==> src/rtl/ifetch_if.sv <==
// ---------------------------------------------------------------------------
// ifetch_if
//
// Bundles the two handshake channels of the instruction-fetch stage:
//   - instruction memory: imem_req/imem_addr/imem_gnt form the request
//     channel, and imem_rvalid/imem_rdata/imem_err form the in-order
//     response channel.
//   - decode: dec_valid/dec_pc/dec_instr/dec_exc/dec_ready.
//
// Handshake semantics:
//   A request transfers on a rising edge where imem_req && imem_gnt. The
//   response channel has no ready signal: every imem_rvalid is consumed on
//   the edge it is seen, and responses arrive in request order. A decode
//   transfer happens on an edge where dec_valid && dec_ready. The fetch
//   stage holds dec_* stable while dec_valid=1 and dec_ready=0, except that
//   a redirect discards the head.
//
// Modports:
//   master - the fetch stage (drives imem_req/imem_addr and dec_*).
//   slave  - the memory/decode environment.
// ---------------------------------------------------------------------------
interface ifetch_if;
  logic        imem_req;
  logic [31:0] imem_addr;
  logic        imem_gnt;
  logic        imem_rvalid;
  logic [31:0] imem_rdata;
  logic        imem_err;

  logic        dec_valid;
  logic [31:0] dec_pc;
  logic [31:0] dec_instr;
  logic [1:0]  dec_exc;
  logic        dec_ready;

  modport master (
    output imem_req,
    output imem_addr,
    input  imem_gnt,
    input  imem_rvalid,
    input  imem_rdata,
    input  imem_err,
    output dec_valid,
    output dec_pc,
    output dec_instr,
    output dec_exc,
    input  dec_ready
  );

  modport slave (
    input  imem_req,
    input  imem_addr,
    output imem_gnt,
    output imem_rvalid,
    output imem_rdata,
    output imem_err,
    input  dec_valid,
    input  dec_pc,
    input  dec_instr,
    input  dec_exc,
    output dec_ready
  );
endinterface

==> src/rtl/ifetch.sv <==
// ---------------------------------------------------------------------------
// ifetch
//
// Instruction-fetch stage of the RV32I core. Each cycle it may issue a read
// of the current PC to instruction memory, tracks every outstanding read in
// a small pending queue, and writes returned instructions (with their PC and
// an exception code) into an instruction buffer that decode drains.
// A redirect (taken jump/branch) empties the buffer and marks every read
// still in flight as to-be-discarded.
//
// Ports:
//   clk       in   clock, rising edge
//   reset     in   asynchronous, active-low reset
//   pc_i      in   fetch address from the PC register
//   redirect  in   PC register jump enable; flushes this stage
//   pc_hold   out  PC register must keep its current value
//   bus       ifetch_if.master: instruction memory request/response and
//             decode valid/ready channels
//
// Parameter:
//   FIFO_DEPTH  buffer entries (power of two, >= 2). Also bounds the number
//               of reads in flight, because each read reserves a buffer slot.
//
// dec_exc encoding: 00 none, 01 bus error, 10 misaligned PC.
// ---------------------------------------------------------------------------
module ifetch #(
  parameter int FIFO_DEPTH = 2
) (
  input  logic        clk,
  input  logic        reset,
  input  logic [31:0] pc_i,
  input  logic        redirect,
  output logic        pc_hold,
  ifetch_if.master    bus
);

  localparam int CW = $clog2(FIFO_DEPTH + 1);
  localparam int PW = $clog2(FIFO_DEPTH);
  localparam logic [CW:0] DEPTH_V = FIFO_DEPTH[CW:0];

  localparam logic [1:0] EXC_NONE = 2'b00;
  localparam logic [1:0] EXC_BUS  = 2'b01;
  localparam logic [1:0] EXC_MIS  = 2'b10;

  typedef logic [CW-1:0] cnt_t;
  typedef logic [PW-1:0] ptr_t;

  // One outstanding read: the PC it was issued for and whether that PC was
  // misaligned (the bus only ever sees the word-aligned address).
  typedef struct packed {
    logic [31:0] pc;
    logic        mis;
  } pend_t;

  // One buffered instruction as presented to decode.
  typedef struct packed {
    logic [31:0] pc;
    logic [31:0] instr;
    logic [1:0]  exc;
  } entry_t;

  // ---------------------------------------------------------------------
  // State
  // ---------------------------------------------------------------------
  pend_t  pend_q [FIFO_DEPTH];
  pend_t  pend_d [FIFO_DEPTH];
  ptr_t   pend_wr_q, pend_wr_d;
  ptr_t   pend_rd_q, pend_rd_d;
  cnt_t   outst_q, outst_d;
  cnt_t   discard_q, discard_d;

  entry_t fifo_q [FIFO_DEPTH];
  entry_t fifo_d [FIFO_DEPTH];
  ptr_t   head_q, head_d;
  ptr_t   tail_q, tail_d;
  cnt_t   count_q, count_d;

  // ---------------------------------------------------------------------
  // Request channel (combinational from registered counts, pc_i, redirect)
  // ---------------------------------------------------------------------
  logic [CW:0] in_use;
  logic        issue_ok;
  logic        accept;

  // Reads in flight plus buffered entries; a new read is only issued when
  // it can be guaranteed a buffer slot, so responses never stall.
  assign in_use   = {1'b0, outst_q} + {1'b0, count_q};
  assign issue_ok = (in_use < DEPTH_V);

  assign bus.imem_req  = reset && !redirect && issue_ok;
  assign bus.imem_addr = {pc_i[31:2], 2'b00};
  assign accept        = bus.imem_req && bus.imem_gnt;

  // Hold the PC until its read is accepted. During reset the PC is held
  // regardless of redirect.
  assign pc_hold = !reset || (!redirect && !accept);

  // ---------------------------------------------------------------------
  // Response / buffer control
  // ---------------------------------------------------------------------
  logic   resp;
  logic   push;
  logic   pop;
  pend_t  resp_pend;
  entry_t resp_entry;

  // An rvalid with nothing outstanding is stale (e.g. from before a reset)
  // and is ignored entirely.
  assign resp      = bus.imem_rvalid && (outst_q != '0);
  assign resp_pend = pend_q[pend_rd_q];

  // A response is buffered only if it belongs to the current fetch stream:
  // not marked for discard and not arriving during a redirect.
  assign push = resp && (discard_q == '0) && !redirect;
  assign pop  = (count_q != '0) && bus.dec_ready && !redirect;

  always_comb begin
    resp_entry       = '0;
    resp_entry.pc    = resp_pend.pc;
    resp_entry.instr = bus.imem_rdata;
    // A misaligned PC outranks a bus error on the same fetch.
    if (resp_pend.mis) begin
      resp_entry.exc = EXC_MIS;
    end else if (bus.imem_err) begin
      resp_entry.exc = EXC_BUS;
    end else begin
      resp_entry.exc = EXC_NONE;
    end
  end

  // ---------------------------------------------------------------------
  // Next-state logic
  // ---------------------------------------------------------------------
  always_comb begin
    pend_d    = pend_q;
    pend_wr_d = pend_wr_q;
    pend_rd_d = pend_rd_q;
    outst_d   = outst_q;
    discard_d = discard_q;
    fifo_d    = fifo_q;
    head_d    = head_q;
    tail_d    = tail_q;
    count_d   = count_q;

    // Pending queue: push on accept, pop on every consumed response. It is
    // deliberately not flushed on redirect; discarded reads still return and
    // must still pop their entry.
    if (accept) begin
      pend_d[pend_wr_q].pc  = pc_i;
      pend_d[pend_wr_q].mis = (pc_i[1:0] != 2'b00);
      pend_wr_d             = pend_wr_q + 1'b1;
    end
    if (resp) begin
      pend_rd_d = pend_rd_q + 1'b1;
    end

    if (accept && !resp) begin
      outst_d = outst_q + 1'b1;
    end else if (!accept && resp) begin
      outst_d = outst_q - 1'b1;
    end

    if (redirect) begin
      // Everything still in flight after this cycle belongs to the old
      // stream. No read is accepted on a redirect cycle, so outst_d is
      // exactly the number of reads left to drop.
      discard_d = outst_d;
      count_d   = '0;
      head_d    = tail_q;
    end else begin
      if (resp && (discard_q != '0)) begin
        discard_d = discard_q - 1'b1;
      end

      if (push) begin
        fifo_d[tail_q] = resp_entry;
        tail_d         = tail_q + 1'b1;
      end
      if (pop) begin
        head_d = head_q + 1'b1;
      end

      if (push && !pop) begin
        count_d = count_q + 1'b1;
      end else if (!push && pop) begin
        count_d = count_q - 1'b1;
      end
    end
  end

  // ---------------------------------------------------------------------
  // Registers
  // ---------------------------------------------------------------------
  always_ff @(posedge clk or negedge reset) begin
    if (!reset) begin
      for (int i = 0; i < FIFO_DEPTH; i++) begin
        pend_q[i] <= '0;
        fifo_q[i] <= '0;
      end
      pend_wr_q <= '0;
      pend_rd_q <= '0;
      outst_q   <= '0;
      discard_q <= '0;
      head_q    <= '0;
      tail_q    <= '0;
      count_q   <= '0;
    end else begin
      pend_q    <= pend_d;
      pend_wr_q <= pend_wr_d;
      pend_rd_q <= pend_rd_d;
      outst_q   <= outst_d;
      discard_q <= discard_d;
      fifo_q    <= fifo_d;
      head_q    <= head_d;
      tail_q    <= tail_d;
      count_q   <= count_d;
    end
  end

  // ---------------------------------------------------------------------
  // Decode outputs: straight from buffer registers, so there is no
  // combinational path from imem_rdata to dec_*. Buffer storage resets to
  // zero, which gives dec_pc/dec_instr/dec_exc = 0 out of reset.
  // ---------------------------------------------------------------------
  assign bus.dec_valid = (count_q != '0);
  assign bus.dec_pc    = fifo_q[head_q].pc;
  assign bus.dec_instr = fifo_q[head_q].instr;
  assign bus.dec_exc   = fifo_q[head_q].exc;

endmodule

==> src/flat_wrapper.sv <==
// flat-port wrapper written by rule: the top's interface ports become plain ports
module ifetch_flat 
#(
  parameter int FIFO_DEPTH = 2
)
  (clk, reset, pc_i, redirect, pc_hold, bus_imem_req, bus_imem_addr, bus_imem_gnt, bus_imem_rvalid, bus_imem_rdata, bus_imem_err, bus_dec_valid, bus_dec_pc, bus_dec_instr, bus_dec_exc, bus_dec_ready);
  ifetch_if bus_i ();
  input  logic clk;
  input  logic reset;
  input  logic [31:0] pc_i;
  input  logic redirect;
  output logic pc_hold;
  output wire logic [$bits(bus_i.imem_req)-1:0] bus_imem_req;
  output wire logic [$bits(bus_i.imem_addr)-1:0] bus_imem_addr;
  input wire logic [$bits(bus_i.imem_gnt)-1:0] bus_imem_gnt;
  input wire logic [$bits(bus_i.imem_rvalid)-1:0] bus_imem_rvalid;
  input wire logic [$bits(bus_i.imem_rdata)-1:0] bus_imem_rdata;
  input wire logic [$bits(bus_i.imem_err)-1:0] bus_imem_err;
  output wire logic [$bits(bus_i.dec_valid)-1:0] bus_dec_valid;
  output wire logic [$bits(bus_i.dec_pc)-1:0] bus_dec_pc;
  output wire logic [$bits(bus_i.dec_instr)-1:0] bus_dec_instr;
  output wire logic [$bits(bus_i.dec_exc)-1:0] bus_dec_exc;
  input wire logic [$bits(bus_i.dec_ready)-1:0] bus_dec_ready;
  assign bus_imem_req = bus_i.imem_req;
  assign bus_imem_addr = bus_i.imem_addr;
  assign bus_i.imem_gnt = bus_imem_gnt;
  assign bus_i.imem_rvalid = bus_imem_rvalid;
  assign bus_i.imem_rdata = bus_imem_rdata;
  assign bus_i.imem_err = bus_imem_err;
  assign bus_dec_valid = bus_i.dec_valid;
  assign bus_dec_pc = bus_i.dec_pc;
  assign bus_dec_instr = bus_i.dec_instr;
  assign bus_dec_exc = bus_i.dec_exc;
  assign bus_i.dec_ready = bus_dec_ready;
  ifetch #(.FIFO_DEPTH(FIFO_DEPTH)) u_core (.clk(clk), .reset(reset), .pc_i(pc_i), .redirect(redirect), .pc_hold(pc_hold), .bus(bus_i));
endmodule
==> config.mk <==
export PLATFORM = sky130hd
export DESIGN_NAME = ifetch_flat
export DESIGN_NICKNAME = d
export VERILOG_FILES = /design/src/rtl/ifetch_if.sv /design/src/rtl/ifetch.sv /design/src/flat_wrapper.sv
export SDC_FILE = /design/constraint.sdc
export NUM_CORES = 1
export LEC_CHECK = 0
export CORE_MARGIN = 4
export CORE_UTILIZATION = 32
export DETAILED_ROUTE_END_ITERATION = 6
export PLACE_DENSITY = 0.59
export SLEW_MARGIN = 5
export SYNTH_ARGS = -nofsm -noshare
export SYNTH_HDL_FRONTEND = slang
export SYNTH_SLANG_ARGS = --single-unit
==> constraint.sdc <==
create_clock -name clk -period 3.8 [get_ports clk]
set_input_delay 0.76 -clock clk [delete_from_list [all_inputs] [get_ports clk]]
set_output_delay 0.76 -clock clk [all_outputs]
set_load 0.05 [all_outputs]
==> results of run 1 <==
[cells by family after synthesis]
family	after synthesis	synth area share, %
other	1	0.03921
AO/OA/AOI/OAI	13	0.9421
flip-flops	208	54.43
buffers and inverters	72	4.998
AND/OR/NAND/NOR	22	1.989
adder cells (fa/ha/maj)	3	0.4710
multiplexers	301	36.58
XOR/XNOR	6	0.5495
[report_power, final]
part / switching, µW / internal, µW / leakage (µW)
Combinational: 2870 / 2600 / 0.00248
Clock: 925 / 1430 / 0.000398
Sequential: 676 / 3290 / 0.00262
Total: 4470 / 7320 / 0.00549
[through the flow]
stage	setup slack, ns	power [µW]	util [%]
after detailed placement	0.8842	9550	38.76
after global routing	0.2795	12500	41.51
after global placement	0.8854	9504	38.76
after CTS	0.3038	12000	41.51
final	0.3904	11800	41.51
after floorplan	0.5072	7896	-
[layout make-up]
type	count	area, µm²
Fill cell	2733	17290
Sequential cell	208	5210
Multi-Input combinational cell	347	3891
Timing Repair Buffer	183	1847
Clock buffer	36	706.9
Tap cell	390	488.0
Clock inverter	9	105.1
Inverter	6	22.52
[Yosys cell counts, drive strengths merged (2+ instances only)]
cell and count:
clkbuf 10, a21oi 2, a31oi 2, xnor2 4, or2 2, xor2 2, ha 2, mux2 298
nor3 2, inv 6, nand2 3, dfrtp 208, nand2b 3, buf 56, o21ai 3, nand3b 3
mux2i 3
[per-layer routing]
| metal | track usage [%] | vias to the layer above | share of wire, % |
|---|---|---|---|
| met2 | 19.64 | 140 | 44 |
| li1 | - | 2492 | - |
| met1 | 17.32 | 2783 | 47 |
| met5 | 0 | - | 0.039 |
| met3 | 3.946 | 35 | 7.1 |
| met4 | 2.843 | 2 | 2.2 |
[path summary, 6_finish.rpt]
check                             startpoint                 end  slack (ns)  depth (start not counted)
max reg2reg                u_core.count_q[0]   u_core.pend_q[65]        1.13                          7
min in group clk           u_core.pend_q[28]   u_core.pend_q[28]        0.48                          1
max                            u_core.head_q    bus_dec_instr[1]        0.39                          3
max in group asynchronous              reset  u_core.fifo_q[125]        2.16                          3
min                                    reset    u_core.pend_wr_q        0.05                          1
min reg2reg                u_core.pend_q[28]   u_core.pend_q[28]        0.48                          1
[sequential cells by signal, indices dropped and copies added, names as in the netlist]
signal / cells
u_core.fifo_q: 132
u_core.pend_q: 66
u_core.count_q: 2
u_core.discard_q: 2
u_core.outst_q: 2
u_core.head_q: 1
u_core.pend_rd_q: 1
u_core.pend_wr_q: 1
u_core.tail_q: 1
==> flow_summary.yaml, run 1 <==
clocking:
  numClockSinks: 208
  clock_latency_ns: 0.52
  numCtsBuffers: 25
  clock_path_buffers: 3
  cts_tree: "yes"
  ctsResizeCount: 0
  postCtsHoldBufs: 0
  cts_setup_buffers: 0
  h-tree-depth: 1
  cts-root-buf: "clkbuf_16"
  clkTransAtPathRegs_ns: 0.06
final_layout:
  area_growth_pct: 28.31
  instances_no_fill: 1179
  antenna_cells: 0
  drive_gt1_share_pct: 44.23
  final_common_cell: "mux2_2"
  layout_common_cells: "252 x mux2_2, 206 x dfrtp_1, 166 x clkdlybuf4s50_1, 30 x mux2_4, 25 x clkbuf_16"
  fin_area_um2: 12270
  fin_nets: 845
worst_setup_path:
  critical_path.top_delay_family: "buffers and inverters"
  crit_path_start_kind: "flop"
  critPathMaxFanout: 27
  path_class: "flop to output port"
  cpMaxStageDelayCell: "dfrtp_4"
  path_buf_inv: 2
  max_stage_delay_ns: 0.73
  crit_path_cell_trace: "buf_4 > mux2_2 > clkdlybuf4s50_1"
  worstPathRequired_ns: 3.04
  worstPathArrival_ns: 2.65
  cp-end-kind: "output port"
synth:
  synth_seq_cells: 208
  synthCells: 626
  syn_area_um2: 9563
  synth_ff_type: "dfrtp_1"
  async_flop_share_pct: 100.0
  synthTopCellsByArea: "dfrtp_1 54%, mux2_2 30%, mux2_4 4.7%"
  syn_avg_cell_area_um2: 15.28
  yosys.area.top_type: "dfrtp_1"
  yosysSeqAreaShare_pct: 54.43
  synth.distinct_cells: 40
  yosys_warnings: 0
  synth_edf_count: 0
  synth_top_area_share_pct: 54.43
detailed_routing:
  avgViaCountPerCell: 4.624
  postRouteAntennaNets: 0
  vias: 5452
  post-route-drc-count: 0
  first_pass_iters: 4
  wl_um: 20490
  drt_iter0_markers: 152
  avgRoutedWirePerCell_um: 17.38
sta:
  slew-limit-headroom_pct: 36.65
  setup_viol: 0
  setup_tns_ns: 0
  period_share_pct: 89.73
  fmax_mhz: 293.3
  min_period_ns: 3.410
  rsz0062_at_grt: "no"
  hold_viol: 0
  drv_slew: 0
  hold_slack_ns: 0.04508
  worst_pin_slew_ns: 0.9503
  clock_skew_ns: 0.02875
flow_run:
  cap_violations: 0
floorplanning:
  core-area_um2: 29560
  die-area_um2: 32710
  die_w_um: 180.9
  die_y_um: 180.9
  num_rows: 63
  io_pins: 172
  start_util_pct: 32.35
placed_design:
  dp_hpwl_um: 13060
  dpl_cell_area_um2: 11460
  port_buffers: 169
  gp_congestion: 0.6781
  dp_cells: 1134
global_routing:
  grt_overflow_total: 0
  grt_first_pass_wirelength_um: 34130
  grt_max_degree: 67
  grt_util_all_layers_pct: 12.60
  first_global_vias: 5971
  antenna_found_initial: 1
run_status:
  status: "complete, no violations"
hold_path:
  min_path_type: "input port to asynchronous set/reset pin"
power:
  power_leakage_uw: 0.005492
  peakVddDrop_mv: 0.5348
  p_per_area_nw_per_um2: 961.5
Power figures use the tool's default switching activity.
==> run 2: changes to the inputs <==
--- a/config.mk
+++ b/config.mk
@@ -5,10 +5,12 @@
 export SDC_FILE = /design/constraint.sdc
 export NUM_CORES = 1
 export LEC_CHECK = 0
+export CAP_MARGIN = 20
 export CORE_MARGIN = 4
 export CORE_UTILIZATION = 32
 export DETAILED_ROUTE_END_ITERATION = 6
 export PLACE_DENSITY = 0.59
+export SKIP_CTS_REPAIR_TIMING = 1
 export SLEW_MARGIN = 5
 export SYNTH_ARGS = -nofsm -noshare
 export SYNTH_HDL_FRONTEND = slang
==> results of run 2 <==
Final layout, timing and power as in run 1 (identical DEF).
